--- src/rtl/tomasulo_pkg.sv ---
// Shared types for the Tomasulo front end: issue-class and operation enums,
// RV-style opcode/funct encodings and the decoded instruction-queue entry.
package tomasulo_pkg;

  typedef enum logic [1:0] {
    UNIT_LD     = 2'd0,
    UNIT_ALU    = 2'd1,
    UNIT_MULDIV = 2'd2
  } unit_e;

  typedef enum logic [2:0] {
    OP_LW  = 3'd0,
    OP_ADD = 3'd1,
    OP_SUB = 3'd2,
    OP_MUL = 3'd3,
    OP_DIV = 3'd4
  } op_e;

  typedef enum logic [1:0] {
    DEC_OK,
    DEC_HALT,
    DEC_ILL
  } dec_kind_e;

  localparam logic [6:0] OPC_LOAD   = 7'b0000011;
  localparam logic [6:0] OPC_ALU    = 7'b0110011;
  localparam logic [6:0] OPC_MULDIV = 7'b1100011;
  localparam logic [6:0] OPC_HALT   = 7'b0010100;

  localparam logic [2:0] F3_LW     = 3'b010;
  localparam logic [2:0] F3_ADDSUB = 3'b000;
  localparam logic [2:0] F3_MUL    = 3'b000;
  localparam logic [2:0] F3_DIV    = 3'b001;

  localparam logic [6:0] F7_BASE   = 7'b0000000;
  localparam logic [6:0] F7_SUB    = 7'b0100000;
  localparam logic [6:0] F7_MULDIV = 7'b0000001;

  typedef struct packed {
    unit_e       unit;
    op_e         op;
    logic [4:0]  rd;
    logic [4:0]  rs1;
    logic [4:0]  rs2;
    logic [11:0] imm;
  } iq_entry_t;

endpackage

--- src/rtl/iq_fifo.sv ---
// Synchronous FIFO of decoded entries; head is the oldest entry, valid while
// count is non-zero. Callers never push when full or pop when empty.
module iq_fifo
  import tomasulo_pkg::*;
#(
  parameter int DEPTH = 4,
  localparam int AW = $clog2(DEPTH),
  localparam int CW = AW + 1
) (
  input  logic          clk1,
  input  logic          rst,
  input  logic          push,
  input  logic          pop,
  input  iq_entry_t     din,
  output iq_entry_t     head,
  output logic [CW-1:0] count,
  output logic          empty
);

  iq_entry_t       mem [DEPTH];
  logic [AW-1:0]   wr_ptr;
  logic [AW-1:0]   rd_ptr;

  // NOTE: storage is not reset; only pointers and count define which slots are live.
  always_ff @(posedge clk1) begin
    if (push) mem[wr_ptr] <= din;
  end

  always_ff @(posedge clk1) begin
    if (rst) begin
      wr_ptr <= '0;
      rd_ptr <= '0;
      count  <= '0;
    end else begin
      if (push) wr_ptr <= wr_ptr + 1'b1;
      if (pop)  rd_ptr <= rd_ptr + 1'b1;
      case ({push, pop})
        2'b10:   count <= count + 1'b1;
        2'b01:   count <= count - 1'b1;
        default: count <= count;
      endcase
    end
  end

  assign head  = mem[rd_ptr];
  assign empty = (count == '0);

endmodule

--- src/rtl/issue_unit.sv ---
// In-order fetch/decode/issue front end feeding the reservation stations.
// Optional build macro ISSUE_STALL_CNT_EN adds the saturating stall_cnt port.
module issue_unit
  import tomasulo_pkg::*;
#(
  parameter int IQ_DEPTH = 4,
  parameter int PC_W     = 7
) (
  input  logic            clk1,
  input  logic            rst,
  output logic [PC_W-1:0] pc_out,
  input  logic [31:0]     inst_in,
  input  logic [2:0]      rs_ready,
  output logic            iss_valid,
  output logic [1:0]      iss_unit,
  output logic [2:0]      iss_op,
  output logic [4:0]      iss_rd,
  output logic [4:0]      iss_rs1,
  output logic [4:0]      iss_rs2,
  output logic [11:0]     iss_imm,
  output logic            halted,
`ifdef ISSUE_STALL_CNT_EN
  output logic [15:0]     stall_cnt,
`endif
  output logic            illegal
);

  localparam int CW = $clog2(IQ_DEPTH) + 1;

  logic [PC_W-1:0] next_pc;
  logic            v_a, v_b, halt_seen, req;
  logic [CW+1:0]   credit;
  logic [CW-1:0]   count;
  logic            empty, capture, push, pop, unit_ready;
  iq_entry_t       dec, head, held, shown;
  dec_kind_e       dec_kind;

  // Entries already queued plus words still in the two-stage fetch pipe.
  assign credit = (CW+2)'(count) + (CW+2)'(v_a) + (CW+2)'(v_b);
  assign req    = !halt_seen && (credit < (CW+2)'(IQ_DEPTH));

  always_comb begin
    dec      = '0;
    dec_kind = DEC_ILL;
    case (inst_in[6:0])
      OPC_LOAD: if (inst_in[14:12] == F3_LW) begin
        dec.unit = UNIT_LD;
        dec.op   = OP_LW;
        dec.rd   = inst_in[11:7];
        dec.rs1  = inst_in[19:15];
        dec.imm  = inst_in[31:20];
        dec_kind = DEC_OK;
      end
      OPC_ALU: if (inst_in[14:12] == F3_ADDSUB &&
                   (inst_in[31:25] == F7_BASE || inst_in[31:25] == F7_SUB)) begin
        dec.unit = UNIT_ALU;
        dec.op   = (inst_in[31:25] == F7_SUB) ? OP_SUB : OP_ADD;
        dec.rd   = inst_in[11:7];
        dec.rs1  = inst_in[19:15];
        dec.rs2  = inst_in[24:20];
        dec_kind = DEC_OK;
      end
      OPC_MULDIV: if (inst_in[31:25] == F7_MULDIV &&
                      (inst_in[14:12] == F3_MUL || inst_in[14:12] == F3_DIV)) begin
        dec.unit = UNIT_MULDIV;
        dec.op   = (inst_in[14:12] == F3_DIV) ? OP_DIV : OP_MUL;
        dec.rd   = inst_in[11:7];
        dec.rs1  = inst_in[19:15];
        dec.rs2  = inst_in[24:20];
        dec_kind = DEC_OK;
      end
      OPC_HALT: dec_kind = DEC_HALT;
      default:  dec_kind = DEC_ILL;
    endcase
    if (inst_in == 32'd0) dec_kind = DEC_HALT;
  end

  // Words arriving after HALT was latched are stale and must be discarded.
  assign capture = v_b && !halt_seen;
  assign push    = capture && (dec_kind == DEC_OK);

  always_comb begin
    case (shown.unit)
      UNIT_LD:     unit_ready = rs_ready[0];
      UNIT_ALU:    unit_ready = rs_ready[1];
      UNIT_MULDIV: unit_ready = rs_ready[2];
      default:     unit_ready = 1'b0;
    endcase
  end

  assign pop = iss_valid && unit_ready;

  iq_fifo #(.DEPTH(IQ_DEPTH)) u_iq (
    .clk1  (clk1),
    .rst   (rst),
    .push  (push),
    .pop   (pop),
    .din   (dec),
    .head  (head),
    .count (count),
    .empty (empty)
  );

  always_ff @(posedge clk1) begin
    if (rst) begin
      next_pc   <= '0;
      pc_out    <= '0;
      v_a       <= 1'b0;
      v_b       <= 1'b0;
      halt_seen <= 1'b0;
      illegal   <= 1'b0;
      held      <= '0;
    end else begin
      v_a <= req;
      if (req) begin
        pc_out  <= next_pc;
        next_pc <= next_pc + 1'b1;
      end
      v_b <= v_a && !halt_seen;
      if (capture && dec_kind == DEC_HALT) halt_seen <= 1'b1;
      if (capture && dec_kind == DEC_ILL)  illegal   <= 1'b1;
      if (!empty) held <= head;
    end
  end

  // Once the queue drains the outputs keep showing the last head.
  assign shown     = empty ? held : head;
  assign iss_valid = !empty;
  assign iss_unit  = shown.unit;
  assign iss_op    = shown.op;
  assign iss_rd    = shown.rd;
  assign iss_rs1   = shown.rs1;
  assign iss_rs2   = shown.rs2;
  assign iss_imm   = shown.imm;
  assign halted    = halt_seen && empty;

`ifdef ISSUE_STALL_CNT_EN
  always_ff @(posedge clk1) begin
    if (rst) begin
      stall_cnt <= '0;
    end else if (iss_valid && !unit_ready && stall_cnt != 16'hFFFF) begin
      stall_cnt <= stall_cnt + 1'b1;
    end
  end
`endif

endmodule

--- config.mk ---
export PLATFORM = sky130hd
export DESIGN_NAME = issue_unit
export DESIGN_NICKNAME = d
export VERILOG_FILES = /design/src/rtl/tomasulo_pkg.sv /design/src/rtl/iq_fifo.sv /design/src/rtl/issue_unit.sv
export SDC_FILE = /design/constraint.sdc
export NUM_CORES = 1
export LEC_CHECK = 0
export ABC_AREA = 1
export CAP_MARGIN = 20
export CORE_ASPECT_RATIO = 1.2
export CORE_MARGIN = 2
export CORE_UTILIZATION = 50
export CTS_CLUSTER_SIZE = 28
export DETAILED_ROUTE_END_ITERATION = 7
export GPL_ROUTABILITY_DRIVEN = 0
export HOLD_SLACK_MARGIN = 0.05
export PLACE_DENSITY = 0.84
export SLEW_MARGIN = 5
export SYNTH_ARGS = -nofsm -noshare
export SYNTH_HDL_FRONTEND = slang
export SYNTH_SLANG_ARGS = --single-unit
export TNS_END_PERCENT = 100
--- constraint.sdc ---
create_clock -name clk1 -period 3.5 [get_ports clk1]
set_clock_uncertainty 0.05 [all_clocks]
set_input_delay 0.525 -clock clk1 [delete_from_list [all_inputs] [get_ports clk1]]
set_output_delay 0.525 -clock clk1 [all_outputs]
set_load 0.01 [all_outputs]
======== Yosys cells after proc, flatten, opt, wreduce, memory -nomap -nowiden ========
Memory sizes are Yosys's and may differ from the RTL's. A register that Yosys moved wholly into a read port is not among the register bits.
Index checks and enable logic that the tools add are counted.
storage, ports and cells
  bits in registers ....................... 57
  RAM bits ................................ 128
  word-level logic and storage cells ...... 80
  memories ................................ 1
cells by class
  $add $sub $neg .......................... 7
  magnitude comparators ................... 1
  equality and inequality tests ........... 14
  mux-type cells .......................... 21
  reduce and logical (&&, ||, !) cells .... 21
memories
  name      words  bits a word  rd ports  clocked after memory_dff  write ports  line           text
  u_iq.mem  4      32           1         1                         1            iq_fifo.sv:20  iq_entry_t mem [DEPTH];
operator list
  kind                                                 count
  case mux 15 bit (3 select lines)                     1
  logical NOT 32 bit                                   1
  2-to-1 mux 32 bit                                    1
  2-to-1 mux 12 bit                                    2
  2-to-1 mux 20 bit                                    1
  2-to-1 mux 19 bit                                    1
  == test 7 x 6 -> 1 bit (second input constant)       2
  2-to-1 mux 2 bit                                     7
  logical AND 1 bit                                    10
  2-to-1 mux 10 bit                                    1
  case mux 5 bit (2 select lines)                      1
  case mux 2 bit (4 select lines)                      1
  adder 7 x 1 -> 7 bit (second input constant)         1
  == test 7 x 1 -> 1 bit (second input constant)       1
  == test 7 x 2 -> 1 bit (second input constant)       1
  == test 7 x 5 -> 1 bit (second input constant)       1
  == test 7 bit (second input constant)                1
  logical NOT 7 bit                                    1
  == test 2 x 1 -> 1 bit (second input constant)       3
  == test 2 bit (second input constant)                3
  logical NOT 3 bit                                    2
  case mux 3 bit (2 select lines)                      1
  adder 4 x 1 -> 5 bit                                 1
  < comparator 5 x 3 -> 1 bit (second input constant)  1
  other kinds (13)                                     18

======== Longest topological paths before layout ========
Gate-level depths: netlist of the first run.
  depth after elaboration ................. 10
  depth in mapped cells ................... 17

======== By module ========
A second synthesis of the first run with hierarchy kept.
second synthesis, totals
  cell total of the unflattened synthesis .. 768
  area, all modules ....................... 7776.2 um2
modules (own cells, without submodules)
  module      times used  cells an instance  area an instance (um2)  sequential area each (um2)
  iq_fifo     1           366                5216.3                  4023.9
  issue_unit  1           402                2560.0                  1001.0

======== Worst setup path after synthesis of the first run ========
Ideal clock, no wire load.
  path type ............................... input-to-reg
  start point ............................. input port inst_in[3]
  end point ............................... memory u_iq.mem[0][0] (netlist bit) (enable)
  setup time .............................. 421 ps
  data arrival time ....................... 2593 ps
  data required time ...................... 3029 ps
  path slack .............................. 436 ps
  cell stages on the path ................. 7
  path through ............................ nor2_2 > nand3_2 > o21ai_0 > nor2_2 > nor2_4 > nand2_4 > nor2_1
on the way
  word-level cells in the longest chain between the ends .. 7
  elaborated cells between the ends (all ways) .. 11
  classes of those cells .................. 4 x eq/ne; 4 x mux; 3 x reduce/logical
ends and longest elaborated chain
  element                                         line              text
  from (decl)                                     issue_unit.sv:12  input logic [31:0] inst_in,
  == test 7 x 5 -> 1 bit (tied with other cells)  issue_unit.sv:45  case (inst_in[6:0])
  case mux 2 bit (4 select lines)                 issue_unit.sv:45
  2-to-1 mux 2 bit *                              issue_unit.sv:75  if (inst_in == 32'd0) dec_kind = DEC_HALT;
  logical NOT 2 bit *                             issue_unit.sv:80  assign push = capture && (dec_kind == DEC_OK);
  logical AND 1 bit *                             issue_unit.sv:80
  2-to-1 mux 1 bit *                              iq_fifo.sv:26     if (push) mem[wr_ptr] <= din;
  2-to-1 mux 1 bit (implied by the code) *        iq_fifo.sv:26
  to (decl)                                       iq_fifo.sv:20
Mark *: on every way between the ends. The rest lies on a longest branch, timed or not.

==> out/metrics.cfg, run 1 <==
[synthesis]
synth.area.top_cells = edfxtp_1 49%, dfxtp_1 15%, nand2_1 6.8%
synth_seq_cells = 187
synth_fp_nets = 829
synth-edff-count = 128
yosysTopAreaCell = edfxtp_1
postSynthAreaPerCell_um2 = 9.944
synthCells = 784
yosysUniqueCellTypes = 33
yosysSeqAreaShare = 0.6445
synth_warnings = 0
synth_top_area_frac = 0.4930
syn-cell-area_um2 = 7796
async_flop_share = 0
synth_ff_type = edfxtp_1

[clocking]
postCtsResizedCells = 0
clkLatencyLatePin_ns = 0.42
cts_buffers = 17
htree_levels = 4
clkSinkCount = 187
cts-root-buf = clkbuf_16
cts_hold_buf = 0
path_clk_slew_ns = 0.06
cts_tree = built
cts_buffer_depth = 2
postCtsSetupBuffers = 0

[routing]
vias_per_cell = 5.411
wirelength_um = 17270
drt_iter0_markers = 506
drcViolationCount = 0
vias = 5887
wl_per_cell_um = 15.88
firstDrtPassIters = 5
ant_nets = 0

[layout]
final_layout_size_suffix_gt1_frac = 0.09432
area_growth_syn_to_layout_pct = 21.22
fillers = 1188
seq_area_um2 = 5026
multi_input_area_um2 = 2352
nets = 912
fin_util = 0.6116
n_antenna_cell = 0

[setup_path]
reg2reg_slack_ns = 0.66
crit_path_start_kind = register
endpoint_kind = output port
path_class = reg2out
required_ns = 2.92
cp_max_fo = 40
cp.arrival_ns = 2.63

[outcome]
outcome = completed

[min_path]
hp-class = reg2reg

[die]
design.die.area_um2 = 16610
die_w_um = 118.0
io_pins = 79
fp.coreArea_um2 = 15450
initial_core_util = 0.5045
rows = 50
die_y_um = 140.8

[timing]
slew_viol_final = 0
slew_headroom = 0.5836
final.setup.tns_ns = 0
setup-violations-final = 0
rsz0062_at_grt = no
worst_pin_slew_ns = 0.6199
min_period_over_period = 0.9144
fmax_mhz = 312.5
period_needed_ns = 3.200
finalHoldViolCount = 0

[global_routing]
busiest_layer = met2
antenna_found_initial = 0
grt_pass1_vias = 5686
grt_first_pass_wirelength_um = 27220
grt.total_usage = 0.2109
grt_overflow_total = 0
use_met3 = 0.05380
grt_use_met1 = 0.2464
met2_usage = 0.3666
grt_start_max_net_pins = 43

[pwr]
clkPwrFrac = 0.423
p_sw_uw = 892.0
vdd_drop_max_v = 0.0002710
p_int_mw = 3.491
finalPower_mw = 4.382
p_comb_frac = 0.039
swShare = 0.2035
p_seq_frac = 0.538
powerDensity_nw_per_um2 = 463.7
leakage_nw = 3.615

[flow_run]
cap_violations = 0

[placement]
dp_hpwl_um = 11380
io_buffers = 78

path summary, 6_finish.rpt:
kind	endpoint	from	cells past startpoint
worst min-delay path	v_b	v_a	2
worst max register to register	u_iq.count[2]	register	14
worst min register to register	v_b	v_a	2
worst max-delay path	iss_imm[9]	register	7
layout by cell type, fill, tap and decap left out, types with 7 or more instances in the layout:
cell,n
nor2_2,12
nand2_1,141
clkdlybuf4s50_1,78
nor2_1,116
o21ai_0,77
a21oi_1,49
edfxtp_1,128
clkbuf_16,17
o22ai_1,30
ha_1,7
nand3_1,24
inv_1,61
dfxtp_1,58
buf_4,18
nor3_1,8
synth_stat cells (3+ instances only):
cell type	instances
nand2_1	141
edfxtp_1	128
nor2_1	120
o21ai_0	77
inv_1	61
dfxtp_1	59
a21oi_1	49
o22ai_1	30
nand3_1	24
clkbuf_1	23
nor2_2	8
nor3_1	8
ha_1	7
buf_2	6
inv_2	6
nand3_2	6
o21ai_1	5
nand2_2	4
nand4_1	3
critical path, cell delays in order, from the launching register on:
cell             delay, ns
dfxtp_2               0.46
inv_6                 0.23
buf_4                 0.41
o21ai_0               0.14
o22ai_1               0.21
nand2_1               0.11
nand2_1               0.08
clkdlybuf4s50_1       0.54
per-layer routing:
layer,up-vias,wire length (um)
met1,2759,6793
met4,0,401
met3,40,1401
met2,259,8677
li1,2829,-
met5,-,0
registers in the layout, indices dropped and copies added (netlist names), named ones only:
register     flops
next_pc          7
u_iq.rd_ptr      2
u_iq.mem       128
pc_out           7
u_iq.wr_ptr      2
illegal          1
held            32
v_b              1
v_a              1
halt_seen        1
u_iq.count       3
stage by stage:
| step | cells | hold WS (ns) | cell area [um^2] | setup WS (ns) |
|---|---|---|---|---|
| floorplan | 784 | 0.3670 | 7796 | 0.4365 |
| global placement | 1056 | 0.3834 | 8875 | 0.4810 |
| detailed placement | 1056 | 0.3803 | 8875 | 0.3717 |
| CTS | 1088 | 0.3975 | 9450 | 0.2834 |
| global route | 1088 | 0.4065 | 9450 | 0.1279 |
| finish | 1088 | 0.4034 | 9450 | 0.2996 |
cell families after synthesis:
| kind of cell | count (synthesis) | synth area share |
|---|---|---|
| AO/OA/AOI/OAI | 162 | 0.1091 |
| XOR/XNOR | 2 | 0.002247 |
| adder cells (fa/ha/maj) | 8 | 0.01380 |
| buffers and inverters | 103 | 0.05505 |
| flip-flops | 187 | 0.6445 |
| AND/OR/NAND/NOR | 322 | 0.1753 |
final cells by class:
cell class,instances,share of cell area
clock buffer,19,0.04581
tap,208,0.02754
multi-input combinational,494,0.2489
sequential,187,0.5318
inverter,68,0.02754
clock inverter,13,0.01509
timing repair buffer,99,0.1033
power by group through the flow:
| stage | logic [mW] | clock network, mW | registers [mW] |
|---|---|---|---|
| 6_report | 0.172 | 1.85 | 2.36 |
| 5_1_grt | 0.189 | 1.95 | 2.36 |
| 4_1_cts | 0.172 | 1.86 | 2.36 |
| 3_5_place_dp | 0.171 | 0 | 2.40 |
| 3_3_place_gp | 0.168 | 0 | 2.40 |
| 2_1_floorplan | 0.0766 | 0 | 2.40 |
Note: power is estimated with default switching activity, not from simulation.
==> run 2: changes to the inputs <==
Settings changed: CAP_MARGIN 20 to 5.
==> results of run 2 <==
Final layout, timing and power as in run 1 (identical DEF).
==> run 3: changes to the inputs <==
Settings changed: CORE_MARGIN 2 to 4.
==> run 3 against run 2 <==
Net effect:
- combinational power hardly changed
- routed wire length fell by 3.2%
- sequential cell count is the same
- cell count decreased by 0.92%
- utilization grew 0.53 points
- sequential power is essentially flat
- first-iteration DRC count fell by 1.8%
- sequential share of layout area grew 0.65 points
- fmax up 1.8%
- largest power group unchanged
==> out/metrics.cfg, run 3 (same netlist as run 1, synthesis figures left out) <==
[outcome]
outcome = completed

[global_routing]
grt_pass1_vias = 5585
grt_overflow_total = 0
grt_start_max_net_pins = 51
grt.total_usage = 0.1991
grt_first_pass_wirelength_um = 27180
antenna_found_initial = 0

[die]
initial_core_util = 0.5148
rows = 49
fp.coreArea_um2 = 15140
die_w_um = 122.0
design.die.area_um2 = 17660
io_pins = 79
die_y_um = 144.8

[clocking]
htree_levels = 4
clkSinkCount = 187
cts_buffers = 17
cts_hold_buf = 0
path_clk_slew_ns = 0.07
cts-root-buf = clkbuf_16
clkLatencyLatePin_ns = 0.43
cts_buffer_depth = 2
cts_tree = built

[layout]
n_antenna_cell = 0
area_growth_syn_to_layout_pct = 19.82
nets = 906
top_register = u_iq.mem
mostFrequentLayoutCell = nand2_1
final_cell_mix = 141 x nand2_1, 128 x edfxtp_1, 116 x nor2_1, 78 x clkdlybuf4s50_1, 77 x o21ai_0
reg.largest.list = u_iq.mem x128, held x32
final_layout_size_suffix_gt1_frac = 0.09153
largest_reg_flops = 128

[placement]
dp_hpwl_um = 10830
place_ws_ns = 0.3633
io_buffers = 78

[timing]
final.setup.tns_ns = 0
period_needed_ns = 3.145
layout_setup_ws_ns = 0.3551
rsz0062_at_grt = no
fmax_mhz = 318.0
finalHoldViolCount = 0
worst_pin_slew_ns = 0.6957
slew_headroom = 0.5331
min_period_over_period = 0.8985
setup-violations-final = 0
slew_viol_final = 0

[setup_path]
crit_path_max_incr_delay_ns = 0.53
cp_top_family = buffers and inverters
path_class = reg2out
path_cells = inv_2 > buf_4 > o21ai_0 > o22ai_1 > nand2_1 > nand2_1 > clkdlybuf4s50_1
endpoint_kind = output port
crit_path_start_kind = register
rr_worst_depth = 15
reg2reg_to = u_iq.count[2]
worst_path_most_repeated_cell = nand2_1
cp_num_buf_inv = 3
cp.arrival_ns = 2.57
cp_max_fo = 24
required_ns = 2.92
reg2reg_slack_ns = 0.57
cp_slowest_cell = clkdlybuf4s50_1

[min_path]
hold_end = v_b
hp-class = reg2reg
holdPathStages = 2
hp-start = v_a

[routing]
drt_iter0_markers = 497
firstDrtPassIters = 5
drcViolationCount = 0
ant_nets = 0
vias = 5775
vias_per_cell = 5.357
wirelength_um = 16720
wl_per_cell_um = 15.51

[pwr]
powerDensity_nw_per_um2 = 460.5
vdd_drop_max_v = 0.0003253
leakage_nw = 3.581

[flow_run]
cap_violations = 0

-- run 3: worst max path at each step --
stage / start / end / cells after the start
after floorplan: inst_in[3] / u_iq.mem[0][0] / 7
after global placement: inst_in[5] / u_iq.count[2] / 15
after detailed placement: inst_in[3] / u_iq.count[2] / 15
after CTS: register / iss_imm[9] / 6
after global routing: u_iq.count[0] / iss_rs1[1] / 7
final: register / iss_rd[0] / 7
-- run 3: layer usage --
metal	vias up	share of wire	global-route usage
met5	-	0	0
met4	0	0.024	0.09263
met3	36	0.068	0.04005
met2	246	0.50	0.3388
met1	2676	0.41	0.2455
li1	2817	-	-
-- run 3: power breakdown --
part | switching, mW | internal (mW)
clock | 0.805 | 0.972
combinational | 0.0857 | 0.0844
sequential | 0.00898 | 2.35
-- run 3: stage by stage --
stage / hold WS [ns] / cells / cell area (um^2) / utilization / power (mW)
3_5_place_dp: 0.3945 / 1047 / 8795 / 0.5808 / 2.575
2_1_floorplan: 0.3670 / 784 / 7796 / - / 2.480
3_3_place_gp: 0.3905 / 1047 / 8795 / 0.5808 / 2.572
4_1_cts: 0.4129 / 1079 / 9346 / 0.6172 / 4.320
6_report: 0.4132 / 1078 / 9341 / 0.6169 / 4.302
5_1_grt: 0.4346 / 1078 / 9341 / 0.6169 / 4.431
-- run 3: layout make-up --
type                    count  area [um^2]
multi-input cells         494         2352
well taps                 204        255.2
clock inverters            13        87.58
fillers                  1152         5802
inverters                  68        260.3
repair buffers             93        893.4
flip-flops and latches    187         5029
clock buffers              19        464.2
-- run 3: worst min-delay path, stage by stage (launching register included) --
cell and delay, ns:
dfxtp_1 0.32, nand2_1 0.06, nor2_1 0.04
-- run 3: repair_timing --
action                     in CTS  in global routing
gates resized for setup         0                  1
setup endpoints to repair       0                  5
buffers inserted                0                  0
